[src/rtl/decode_issue_unit.sv]
// decode_issue_unit: fetch/decode pipeline register with a 2-entry
// instruction buffer, load-use bubble insertion, memory-busy hold and
// branch/jump flush. The decode slot and stall line are registered together.
// Optional build macro ISSUE_STATS_EN adds saturating event counters
// (hazard_bubbles, busy_stalls, flush_count, issued_count); ports and
// cycle behaviour are the same with or without it.
// The report input is a simulation observation hook; this synthesizable
// datapath does not act on it.
module decode_issue_unit #(
    parameter int CORE         = 0,
    parameter int DATA_WIDTH   = 32,
    parameter int ADDRESS_BITS = 20
) (
    input  logic                    clock,
    input  logic                    reset,
    input  logic                    fetch_valid,
    input  logic [DATA_WIDTH-1:0]   fetch_instruction,
    input  logic [ADDRESS_BITS-1:0] fetch_PC,
    output logic                    fetch_ready,
    input  logic                    flush,
    input  logic                    mem_busy,
    output logic                    issue_valid,
    output logic [DATA_WIDTH-1:0]   instruction,
    output logic [ADDRESS_BITS-1:0] inst_PC,
    output logic [6:0]              opcode,
    output logic                    stall,
    input  logic                    report
);

    localparam logic [DATA_WIDTH-1:0] NOP_INSTR = DATA_WIDTH'(32'h0000_0013);
    localparam logic [6:0] OP_LOAD   = 7'b0000011;
    localparam logic [6:0] OP_LUI    = 7'b0110111;
    localparam logic [6:0] OP_AUIPC  = 7'b0010111;
    localparam logic [6:0] OP_JAL    = 7'b1101111;
    localparam logic [6:0] OP_R_TYPE = 7'b0110011;
    localparam logic [6:0] OP_STORE  = 7'b0100011;
    localparam logic [6:0] OP_BRANCH = 7'b1100011;

    // What the decode slot does this cycle, in priority order.
    typedef enum logic [2:0] {
        ACT_FLUSH,
        ACT_HOLD,
        ACT_HAZARD,
        ACT_ISSUE,
        ACT_IDLE
    } action_t;

    logic [DATA_WIDTH-1:0]   buf_instr_q [2];
    logic [DATA_WIDTH-1:0]   buf_instr_d [2];
    logic [ADDRESS_BITS-1:0] buf_pc_q [2];
    logic [ADDRESS_BITS-1:0] buf_pc_d [2];
    logic                    rd_ptr_q, rd_ptr_d;
    logic                    wr_ptr_q, wr_ptr_d;
    logic [1:0]              count_q, count_d;

    logic                    slot_valid_q, slot_valid_d;
    logic [DATA_WIDTH-1:0]   slot_instr_q, slot_instr_d;
    logic [ADDRESS_BITS-1:0] slot_pc_q, slot_pc_d;
    logic                    stall_q, stall_d;

    logic [DATA_WIDTH-1:0]   head_instr;
    logic [ADDRESS_BITS-1:0] head_pc;
    logic [6:0]              head_op;
    logic                    uses_rs1;
    logic                    uses_rs2;
    logic                    hazard;
    logic                    push;
    logic                    pop;
    action_t                 action;

    assign fetch_ready = (count_q != 2'd2) & ~flush;
    assign push        = fetch_valid & fetch_ready;
    assign pop         = (action == ACT_ISSUE);

    assign head_instr  = buf_instr_q[rd_ptr_q];
    assign head_pc     = buf_pc_q[rd_ptr_q];
    assign head_op     = head_instr[6:0];

    assign issue_valid = slot_valid_q;
    assign instruction = slot_instr_q;
    assign inst_PC     = slot_pc_q;
    assign opcode      = slot_instr_q[6:0];
    assign stall       = stall_q;

    // Load-use detection: a load sitting in the slot whose rd feeds the buffer head.
    always_comb begin
        uses_rs1 = !(head_op == OP_LUI || head_op == OP_AUIPC || head_op == OP_JAL);
        uses_rs2 = (head_op == OP_R_TYPE || head_op == OP_STORE || head_op == OP_BRANCH);
        hazard   = slot_valid_q && (count_q != 2'd0)
                   && (slot_instr_q[6:0] == OP_LOAD)
                   && (slot_instr_q[11:7] != 5'd0)
                   && ((uses_rs1 && (head_instr[19:15] == slot_instr_q[11:7]))
                    || (uses_rs2 && (head_instr[24:20] == slot_instr_q[11:7])));
    end

    // Pick the slot action; flush beats memory busy beats hazard beats issue.
    always_comb begin
        action = ACT_IDLE;
        if (flush)
            action = ACT_FLUSH;
        else if (mem_busy)
            action = ACT_HOLD;
        else if (hazard)
            action = ACT_HAZARD;
        else if (count_q != 2'd0)
            action = ACT_ISSUE;
    end

    // Next state for the buffer and decode slot.
    always_comb begin
        buf_instr_d  = buf_instr_q;
        buf_pc_d     = buf_pc_q;
        rd_ptr_d     = rd_ptr_q ^ pop;
        wr_ptr_d     = wr_ptr_q ^ push;
        count_d      = count_q + 2'(push) - 2'(pop);
        slot_valid_d = slot_valid_q;
        slot_instr_d = slot_instr_q;
        slot_pc_d    = slot_pc_q;
        stall_d      = 1'b0;

        if (push) begin
            buf_instr_d[wr_ptr_q] = fetch_instruction;
            buf_pc_d[wr_ptr_q]    = fetch_PC;
        end

        case (action)
            ACT_FLUSH: begin
                rd_ptr_d     = 1'b0;
                wr_ptr_d     = 1'b0;
                count_d      = 2'd0;
                slot_valid_d = 1'b0;
                slot_instr_d = NOP_INSTR;
                slot_pc_d    = '0;
            end
            ACT_HOLD: begin
                stall_d = 1'b1;
            end
            ACT_HAZARD: begin
                slot_valid_d = 1'b0;
                slot_instr_d = NOP_INSTR;
                slot_pc_d    = '0;
                stall_d      = 1'b1;
            end
            ACT_ISSUE: begin
                slot_valid_d = 1'b1;
                slot_instr_d = head_instr;
                slot_pc_d    = head_pc;
            end
            default: begin
                slot_valid_d = 1'b0;
                slot_instr_d = NOP_INSTR;
                slot_pc_d    = '0;
            end
        endcase
    end

    // Pipeline register; reset discards buffered and slot contents at once.
    always_ff @(posedge clock or negedge reset) begin
        if (!reset) begin
            buf_instr_q[0] <= NOP_INSTR;
            buf_instr_q[1] <= NOP_INSTR;
            buf_pc_q[0]    <= '0;
            buf_pc_q[1]    <= '0;
            rd_ptr_q       <= 1'b0;
            wr_ptr_q       <= 1'b0;
            count_q        <= 2'd0;
            slot_valid_q   <= 1'b0;
            slot_instr_q   <= NOP_INSTR;
            slot_pc_q      <= '0;
            stall_q        <= 1'b0;
        end else begin
            buf_instr_q  <= buf_instr_d;
            buf_pc_q     <= buf_pc_d;
            rd_ptr_q     <= rd_ptr_d;
            wr_ptr_q     <= wr_ptr_d;
            count_q      <= count_d;
            slot_valid_q <= slot_valid_d;
            slot_instr_q <= slot_instr_d;
            slot_pc_q    <= slot_pc_d;
            stall_q      <= stall_d;
        end
    end

`ifdef ISSUE_STATS_EN
    logic [31:0] hazard_bubbles_q, hazard_bubbles_d;
    logic [31:0] busy_stalls_q, busy_stalls_d;
    logic [31:0] flush_count_q, flush_count_d;
    logic [31:0] issued_count_q, issued_count_d;
    logic        unused_ok;

    // Saturating event counters, one increment per cycle of the matching action.
    always_comb begin
        hazard_bubbles_d = hazard_bubbles_q;
        busy_stalls_d    = busy_stalls_q;
        flush_count_d    = flush_count_q;
        issued_count_d   = issued_count_q;
        if (action == ACT_HAZARD && hazard_bubbles_q != '1)
            hazard_bubbles_d = hazard_bubbles_q + 32'd1;
        if (action == ACT_HOLD && busy_stalls_q != '1)
            busy_stalls_d = busy_stalls_q + 32'd1;
        if (action == ACT_FLUSH && flush_count_q != '1)
            flush_count_d = flush_count_q + 32'd1;
        if (action == ACT_ISSUE && issued_count_q != '1)
            issued_count_d = issued_count_q + 32'd1;
    end

    // Counter registers, cleared with the rest of the pipeline.
    always_ff @(posedge clock or negedge reset) begin
        if (!reset) begin
            hazard_bubbles_q <= '0;
            busy_stalls_q    <= '0;
            flush_count_q    <= '0;
            issued_count_q   <= '0;
        end else begin
            hazard_bubbles_q <= hazard_bubbles_d;
            busy_stalls_q    <= busy_stalls_d;
            flush_count_q    <= flush_count_d;
            issued_count_q   <= issued_count_d;
        end
    end

    assign unused_ok = report ^ (^CORE) ^ (^hazard_bubbles_q) ^ (^busy_stalls_q)
                       ^ (^flush_count_q) ^ (^issued_count_q);
`else
    logic unused_ok;
    assign unused_ok = report ^ (^CORE);
`endif

endmodule

[config.mk]
export PLATFORM = sky130hd
export DESIGN_NAME = decode_issue_unit
export DESIGN_NICKNAME = d
export VERILOG_FILES = /design/src/rtl/decode_issue_unit.sv
export SDC_FILE = /design/constraint.sdc
export NUM_CORES = 1
export LEC_CHECK = 0
export CAP_MARGIN = 20
export CORE_MARGIN = 1
export CORE_UTILIZATION = 50
export CTS_BUF_LIST = sky130_fd_sc_hd__clkbuf_16
export DETAILED_ROUTE_END_ITERATION = 10
export PLACE_DENSITY = 0.76
export SLEW_MARGIN = 20
export SYNTH_ARGS = -nofsm -noshare
export SYNTH_HDL_FRONTEND = slang
export SYNTH_SLANG_ARGS = --single-unit
[constraint.sdc]
create_clock -name clock -period 8.4 [get_ports clock]
set_input_delay 1.68 -clock clock [delete_from_list [all_inputs] [get_ports clock]]
set_output_delay 1.68 -clock clock [all_outputs]
set_load 0.02 [all_outputs]
==> out/results.ini, run 1 <==
[run_status]
status=finished clean

[timing]
slew_headroom=0.288
fin_crit_sh=0.575
final.setup.tns_ns=0
setup_violations=0
worstMarginPinSlew_ns=1.07
min_period_ns=4.83
skew_ns=0.00786
slew_violations=0
hold_viol_final=0
rsz0062_at_grt=false
fmax_mhz=207

[synthesis]
syn_nets=589
synth-seq-cells=162
postSynthCellCount=527
synthFlopType=dfrtp_1
async_reset_ff_frac=1.00
synth_cell_types=41
yosys_warnings=0
syn_area_per_cell_um2=13.5
netlist_area_mm2=0.00714
ys_seq_area_frac=0.569
synth-edff-count=0

[cts]
cts_tree=done
path_clk_slew_ns=0.06
numCtsBuffers=17
post-cts-setup-buffers=0
cts_hold_buf=0
clk_latency_ns=0.42
cts_resized=0
htree_levels=4
cts_root_buf=clkbuf_16
cts.sinks=162
clk_path_buf_depth=2

[finish]
final_common_cell=dfrtp_1
fin_util=0.643
layout_common_cells=152 x dfrtp_1, 116 x clkdlybuf4s50_1, 103 x mux2_2, 53 x nand2_1, 50 x mux2i_1
drive_gt1_frac=0.277
fin_nets=687
area_growth_pct=25.1
antenna_cells=0
num-fill-cells=1061

[route]
viasPerCell=5.57
first_pass_iters=4
ant_nets=0
wirelength_um=16000
drtIter0Drc=212
num_vias=4556
drc=0
wl_per_cell_um=19.6

[placement]
port_buffers=118
gp_congestion=0.822
hpwl_um=9880

[floorplan]
die_h_um=122
die-area_mm2=0.0148
ios=120
rows=43
start_util=0.514
core_region_area_mm2=0.0139
chipWidth_um=122

[setup_path]
end_kind=output pin
required_ns=6.72
crit_path_max_fanout=21
critical_path_class=primary input to output pin
startpoint_type=primary input
cp.arrival_ns=3.15

[global_route]
grt_pass1_vias=4854
grt_max_degree=88
grt_overflow_total=0
grt_pass1_wl_um=25600
track_usage=0.232
antenna_found_initial=1

[hold_path]
hp-class=register to register

[job]
cap_viol_max_count=0

[pwr]
power_density_mw_per_mm2=277
vdd_drop_max_mv=0.145
power_leakage_uw=0.00360

-- stage by stage --
stage | hold slack, ns | power (µW) | instances | setup slack, ns | instance area (µm²)
global route | 0.502 | 2600 | 818 | 3.52 | 8930
global placement | 0.462 | 1720 | 785 | 3.55 | 8350
floorplan | 0.480 | 1560 | 527 | 4.47 | 7140
CTS | 0.480 | 2490 | 817 | 3.54 | 8900
finish | 0.477 | 2480 | 818 | 3.57 | 8930
detailed placement | 0.467 | 1770 | 785 | 3.55 | 8350
-- synthesized netlist by cell type (all sizes together) (3+ instances only) --
master / instances / area, µm²
dfrtp: 153 / 3830
mux2: 104 / 1170
nand2: 53 / 199
mux2i: 50 / 500
o31ai: 40 / 400
clkbuf: 24 / 90.1
buf: 21 / 154
nor2: 11 / 41.3
xnor2: 10 / 87.6
dfstp: 9 / 236
o32ai: 9 / 109
inv: 6 / 22.5
a21oi: 4 / 20.0
ha: 4 / 50.1
a2111oi: 3 / 32.5
nor2b: 3 / 18.8
nor3: 3 / 15.0
or4: 3 / 22.5
-- layout make-up --
type,instances,area [µm²],share of cell area
flip-flops and latches,162,4070,0.456
clock inverters,15,125,0.0140
well taps,180,225,0.0252
inverters,6,22.5,0.00252
repair buffers,124,1240,0.139
clock buffers,17,425,0.0476
multi-input cells,314,2820,0.316
-- layer usage --
layer | vias up | routed length (µm) | GRT usage
met5 | - | 13 | 0
met4 | 2 | 244 | 0.0833
met3 | 22 | 703 | 0.0602
met2 | 118 | 8250 | 0.392
met1 | 2337 | 6810 | 0.285
li1 | 2077 | - | -
-- critical path: stages --
cell and delay [ns]:
clkdlybuf4s50_1 0.40, buf_4 0.22, a21oi_1 0.20, clkdlybuf4s50_1 0.64
-- report_power, final --
| part | leakage [µW] | internal, µW | switching [µW] | total (µW) |
|---|---|---|---|---|
| Clock | 0.000269 | 428 | 294 | 721 |
| Sequential | 0.00202 | 1010 | 158 | 1170 |
| Combinational | 0.00131 | 324 | 258 | 582 |
| Total | 0.00360 | 1770 | 709 | 2480 |
-- final timing paths --
kind	startpoint	end	slack (ns)	depth (start not counted)
setup / recovery	flush	fetch_ready	3.57	4
hold / removal	inst_PC[13]	inst_PC[13]	0.48	2
setup reg to reg	rd_ptr_q	count_q[0]	3.99	10
hold reg to reg	inst_PC[13]	inst_PC[13]	0.48	2
max in group asynchronous	reset	inst_PC[0]	5.61	2
min in group asynchronous	reset	buf_pc_q[6]	1.32	1
-- logic make-up (layout without fill, tap and decap cells) --
family                   Yosys count  count (layout)  share of synthesized area
multiplexers                     154             154                      0.235
adder cells (fa/ha/maj)            4               4                    0.00701
flip-flops                       162             162                      0.569
XOR/XNOR                          12              12                     0.0147
AND/OR/NAND/NOR                   81              81                     0.0513
buffers and inverters             51             162                     0.0373
AO/OA/AOI/OAI                     63              63                     0.0857
-- sequential cells by signal, summed over array words and instances, names as in the netlist --
register	count
buf_pc_q	40
stall	1
wr_ptr_q	1
inst_PC	20
rd_ptr_q	1
issue_valid	1
buf_instr_q	64
count_q	2
instruction	32
Note: power is estimated with default switching activity, not from simulation.
==> run 2, diff against run 1 <==
- clock period: 8.4 -> 4.8 ns (I/O delays scaled with it)
==> out/results.ini, run 2 (same netlist as run 1, synthesis figures left out) <==
[timing]
worstMarginPinSlew_ns=0.930  ; -0.139 ns
min_period_ns=3.72
slew_headroom=0.380  ; +0.0928
rsz0062_at_grt=false
setup_violations=0  ; unchanged
skew_ns=0.00701  ; -0.000851 ns
final.setup.tns_ns=0  ; unchanged
fmax_mhz=269
fin_crit_sh=0.775
hold_viol_final=0  ; unchanged
slew_violations=0  ; unchanged

[placement]
port_buffers=118  ; unchanged
gp_congestion=0.806  ; -2.0%
hpwl_um=10100  ; +1.8%
dp.cells=788  ; +0.38%

[finish]
layout_common_cells=152 x dfrtp_1, 116 x clkdlybuf4s50_1, 103 x mux2_2, 53 x nand2_1, 50 x mux2i_1
largest_reg_flops=64  ; unchanged
num-fill-cells=1044  ; -1.6%
fin_util=0.649  ; +0.00604
fin_nets=690  ; +0.44%
area_growth_pct=26.2
final_common_cell=dfrtp_1
antenna_cells=0  ; unchanged
instances_no_fill=821  ; +0.37%
drive_gt1_frac=0.285  ; +0.00806
largest-register=buf_instr_q

[global_route]
grt_overflow_total=0  ; unchanged
track_usage=0.233  ; +0.00158
antenna_found_initial=1  ; unchanged
grt_max_degree=104  ; +18%
grt_pass1_vias=4807  ; -0.97%
grt_pass1_wl_um=25600  ; +0.24%

[route]
viasPerCell=5.61  ; +0.64%
ant_nets=0  ; unchanged
drtIter0Drc=204  ; -3.8%
num_vias=4602  ; +1.0%
first_pass_iters=4  ; unchanged
wirelength_um=16000  ; -0.47%
drc=0  ; unchanged
wl_per_cell_um=19.4  ; -0.83%

[floorplan]
rows=43  ; unchanged
start_util=0.514  ; unchanged
die_h_um=122  ; unchanged
core_region_area_mm2=0.0139  ; unchanged
ios=120  ; unchanged
chipWidth_um=122  ; unchanged
die-area_mm2=0.0148  ; unchanged

[cts]
cts_hold_buf=0  ; unchanged
clk_path_buf_depth=2  ; unchanged
cts_tree=done
cts_root_buf=clkbuf_16
cts.sinks=162  ; unchanged
path_clk_slew_ns=0.06  ; about the same
clk_latency_ns=0.42  ; about the same
post-cts-setup-buffers=0  ; unchanged
cts_resized=0  ; unchanged
numCtsBuffers=17  ; unchanged
htree_levels=4  ; unchanged

[pwr]
vdd_drop_max_mv=0.254  ; +75%
power_leakage_uw=0.00364  ; +1.1%
power_density_mw_per_mm2=491  ; +77%
p_total_uw=4430  ; +79%

[hold_path]
whs_path_depth=2  ; unchanged
holdPathEnd=inst_PC[17]
hp-class=register to register
hp-start=inst_PC[17]

[setup_path]
cpMostUsedCell=ha_1
end_kind=register
cp_cell_sequence=mux2_4 -> or4_1 -> a211o_1 -> nand4_2 -> nand3_4 -> nor2_1 -> ha_1 -> inv_1 -> ha_1 -> nor2b_1
critical-path-slowest-cell=dfrtp_4
critical_path_class=register to register
rr_endpoint=count_q[0]
worst_path_dominant_cell_family=simple AND/OR/NAND/NOR gates
slowest_delay_ns=0.93  ; +0.29 ns
required_ns=5.09  ; -1.63 ns
worst-r2r-cell-count=10  ; unchanged
reg2reg_slack_ns=1.08  ; -2.91 ns
r2r_start=rd_ptr_q
cp.arrival_ns=4.01  ; +0.86 ns
path_buf_inv=1  ; -2
crit_path_max_fanout=41  ; +95%
startpoint_type=register

[run_status]
status=finished clean

[job]
cap_viol_max_count=0  ; unchanged

[run 2: changes by cell type in the layout (fill, tap and decap cells not counted)]
cell	delta
buf_12	+3
buf_16	-1
buf_4	+1
bufinv_16	+1
clkinv_1	-4
clkinv_2	-2
clkinv_4	+3
inv_1	+1
inv_6	+1
[run 2: power by group]
group / leakage [µW] / internal, µW / switching, µW
Sequential: 0.00202 / 1770 / 261
Combinational: 0.00133 / 572 / 467
Clock: 0.000291 / 813 / 539
[run 2: routing by layer]
metal,GRT usage,part of all wire
met1,0.299,0.43
met4,0.0818,0.018
met3,0.0508,0.043
met2,0.390,0.51
met5,0,0.00063
[run 2: how the worst max path moves through the flow]
stage / from / to / depth (start not counted)
after global placement: rd_ptr_q / count_q[0] / 10
after global routing: rd_ptr_q / count_q[0] / 10
final: rd_ptr_q / count_q[0] / 10
after CTS: rd_ptr_q / count_q[0] / 10
after detailed placement: rd_ptr_q / count_q[0] / 10
after floorplan: flush / buf_instr_q[34] / 8
[run 2: worst reg2reg max path, cell delays in order (launching register included)]
cell and delay [ns]:
dfrtp_4 0.93, mux2_4 0.38, or4_1 0.53, a211o_1 0.28, nand4_2 0.12, nand3_4 0.37
nor2_1 0.31, ha_1 0.27, inv_1 0.07, ha_1 0.21, nor2b_1 0.12
[run 2: cell type report]
cell class | instances | area (µm²) | area share
Clock inverter | 15 | 169 | 0.0187
Clock buffer | 17 | 425 | 0.0472
Tap cell | 180 | 225 | 0.0250
Inverter | 6 | 22.5 | 0.00250
Sequential cell | 162 | 4070 | 0.451
Timing Repair Buffer | 127 | 1280 | 0.142
Multi-Input combinational cell | 314 | 2820 | 0.313
[run 2: stage by stage]
stage / cell area (µm²) / hold slack, ns / worst slack [ns]
2_1_floorplan: 7140 / 0.480 / 1.83
3_3_place_gp: 8400 / 0.463 / 1.08
3_5_place_dp: 8400 / 0.465 / 1.06
4_1_cts: 8990 / 0.479 / 1.04
5_1_grt: 9010 / 0.511 / 0.849
6_report: 9010 / 0.475 / 1.08
==> run 3, diff against run 2 <==
- CORE_UTILIZATION: 50 -> 48
- clock period: 4.8 -> 3.15 ns (I/O delays scaled with it)
==> out/results.ini, run 3 (same netlist as run 1, synthesis figures left out) <==
[run_status]
status=finished clean

[global_route]
grt_max_degree=72  ; -31%
track_usage=0.224  ; -0.00953
antenna_found_initial=0  ; -1
grt_pass1_wl_um=25300  ; -1.2%
grt_pass1_vias=4798  ; -0.19%
grt_overflow_total=0  ; unchanged

[floorplan]
chipWidth_um=124  ; +2.0%
die-area_mm2=0.0154  ; +4.1%
rows=44  ; +2.3%
ios=120  ; unchanged
core_region_area_mm2=0.0145  ; +4.7%
start_util=0.491  ; -0.0231
die_h_um=124  ; +2.0%

[setup_path]
worst-r2r-cell-count=11  ; +1
reg2reg_slack_ns=0.20  ; -0.88 ns
cp.arrival_ns=3.25  ; -0.76 ns
slowest_delay_ns=0.54  ; -0.39 ns
required_ns=3.45  ; -1.64 ns
endpoint=count_q[0]
crit_path_max_fanout=18  ; -56%
critical-path-slowest-cell=dfrtp_4
critical_path_class=register to register
rr_endpoint=count_q[0]
end_kind=register
r2r_start=rd_ptr_q
timing.critical_path.from=rd_ptr_q
startpoint_type=register
cp_cell_sequence=buf_4 -> mux2i_1 -> xnor2_1 -> nor3_1 -> nand4_1 -> nand3_4 -> nor2_1 -> ha_1 -> inv_1 -> ha_1 -> nor2b_1
cpMostUsedCell=ha_1

[timing]
fmax_mhz=339  ; +26%
hold_viol_final=0  ; unchanged
slew_headroom=0.574  ; +0.193
fin_crit_sh=0.937  ; +0.162
skew_ns=0.0112  ; +0.00420 ns
setup_slack_ns=0.198  ; -0.880 ns
rsz0062_at_grt=false
slew_violations=0  ; unchanged
final.setup.tns_ns=0  ; unchanged
min_period_ns=2.95  ; -0.770 ns
setup_violations=0  ; unchanged
worstMarginPinSlew_ns=0.639  ; -0.290 ns

[job]
cap_viol_max_count=0  ; unchanged

[cts]
htree_levels=4  ; unchanged
cts_hold_buf=0  ; unchanged
path_clk_slew_ns=0.07  ; about the same
numCtsBuffers=17  ; unchanged
post-cts-setup-buffers=0  ; unchanged
clk_path_buf_depth=2  ; unchanged
cts_tree=done
cts_resized=0  ; unchanged
cts_root_buf=clkbuf_16
cts.sinks=162  ; unchanged
clk_latency_ns=0.42  ; about the same

[finish]
drive_gt1_frac=0.287  ; +0.00110
area_growth_pct=26.9
largest-register=buf_instr_q
regArea_mm2=0.00407  ; unchanged
fin_nets=698  ; +1.2%
multi_input_area_mm2=0.00282  ; unchanged
largest_reg_flops=64  ; unchanged
num-fill-cells=1153  ; +10%
fin_util=0.624  ; -0.0259
final_common_cell=dfrtp_1
antenna_cells=0  ; unchanged
layout_common_cells=152 x dfrtp_1, 116 x clkdlybuf4s50_1, 103 x mux2_2, 53 x nand2_1, 50 x mux2i_1

[route]
drtIter0Drc=232  ; +14%
wl_met3_um=780  ; +15%
dr_wl_met2_um=7980  ; -1.4%
wl_per_cell_um=18.8  ; -3.1%
ant_nets=0  ; unchanged
num_vias=4566  ; -0.78%
drc=0  ; unchanged
first_pass_iters=4  ; unchanged
m1WireLength_um=6640  ; -3.5%
dr.max_layer_used=met4
viasPerCell=5.48  ; -2.2%
wirelength_um=15700  ; -1.7%

[pwr]
power_leakage_uw=0.00370  ; +1.6%
p_sw_frac=0.281  ; -0.00481
p_comb_frac=0.245  ; +0.010
switchingPower_uw=1880  ; +49%
power_density_mw_per_mm2=739  ; +51%
p_seq_frac=0.457  ; -0.003
intPower_uw=4810  ; +52%
vdd_drop_max_mv=0.334  ; +31%
power.share.clock=0.297  ; -0.008

[placement]
hpwl_um=10400  ; +3.0%
gp_congestion=0.795  ; -1.3%
pre_cts_slack_ns=0.225  ; -0.836 ns
port_buffers=118  ; unchanged

[hold_path]
hp-class=primary input to asynchronous set/reset pin

run 3: power groups by stage:
stage / sequential, µW / clock [µW] / combinational (µW)
2_1_floorplan: 3050 / 0 / 1120
3_3_place_gp: 3050 / 0 / 1590
3_5_place_dp: 3090 / 0 / 1660
4_1_cts: 3060 / 2030 / 1670
5_1_grt: 3150 / 2120 / 1790
6_report: 3060 / 1990 / 1640
run 3: cell type report:
cell class,instances,area share
clock buffer,17,0.0469
clock inverter,15,0.0153
inverter,6,0.00249
multi-input combinational,314,0.311
sequential,162,0.449
tap,184,0.0254
timing repair buffer,135,0.150
run 3: metal layers:
layer	vias up	track usage
met5	-	0
met1	2340	0.285
met2	110	0.368
met4	0	0.0878
li1	2093	-
met3	23	0.0540
run 3: through the flow:
step           cell area (µm²)  hold WS, ns  instances  total power [µW]
2_1_floorplan             7140        0.334        527              4170
3_3_place_gp              8500        0.461        801              4640
3_5_place_dp              8500        0.468        801              4750
4_1_cts                   9060        0.231        833              6760
5_1_grt                   9060        0.251        833              7060
6_report                  9060        0.208        833              6700
run 3: worst min path at each step:
stage | start | endpoint | slack (ns) | cells after the start
2_1_floorplan | reset | buf_instr_q[10] | 0.33 | 0
3_3_place_gp | instruction[29] | instruction[29] | 0.46 | 2
3_5_place_dp | instruction[18] | instruction[18] | 0.47 | 2
4_1_cts | reset | buf_instr_q[10] | 0.23 | 1
5_1_grt | reset | inst_PC[3] | 0.25 | 1
6_report | reset | inst_PC[3] | 0.21 | 1
run 3: critical path, delay by kind of cell, from the launching register on:
family / cells / cell delay (ns)
AND/OR/NAND/NOR: 5 / 0.86
buffers and inverters: 2 / 0.39
flip-flops: 1 / 0.54
multiplexers: 1 / 0.35
XOR/XNOR: 1 / 0.10
adder cells (fa/ha/maj): 2 / 0.57
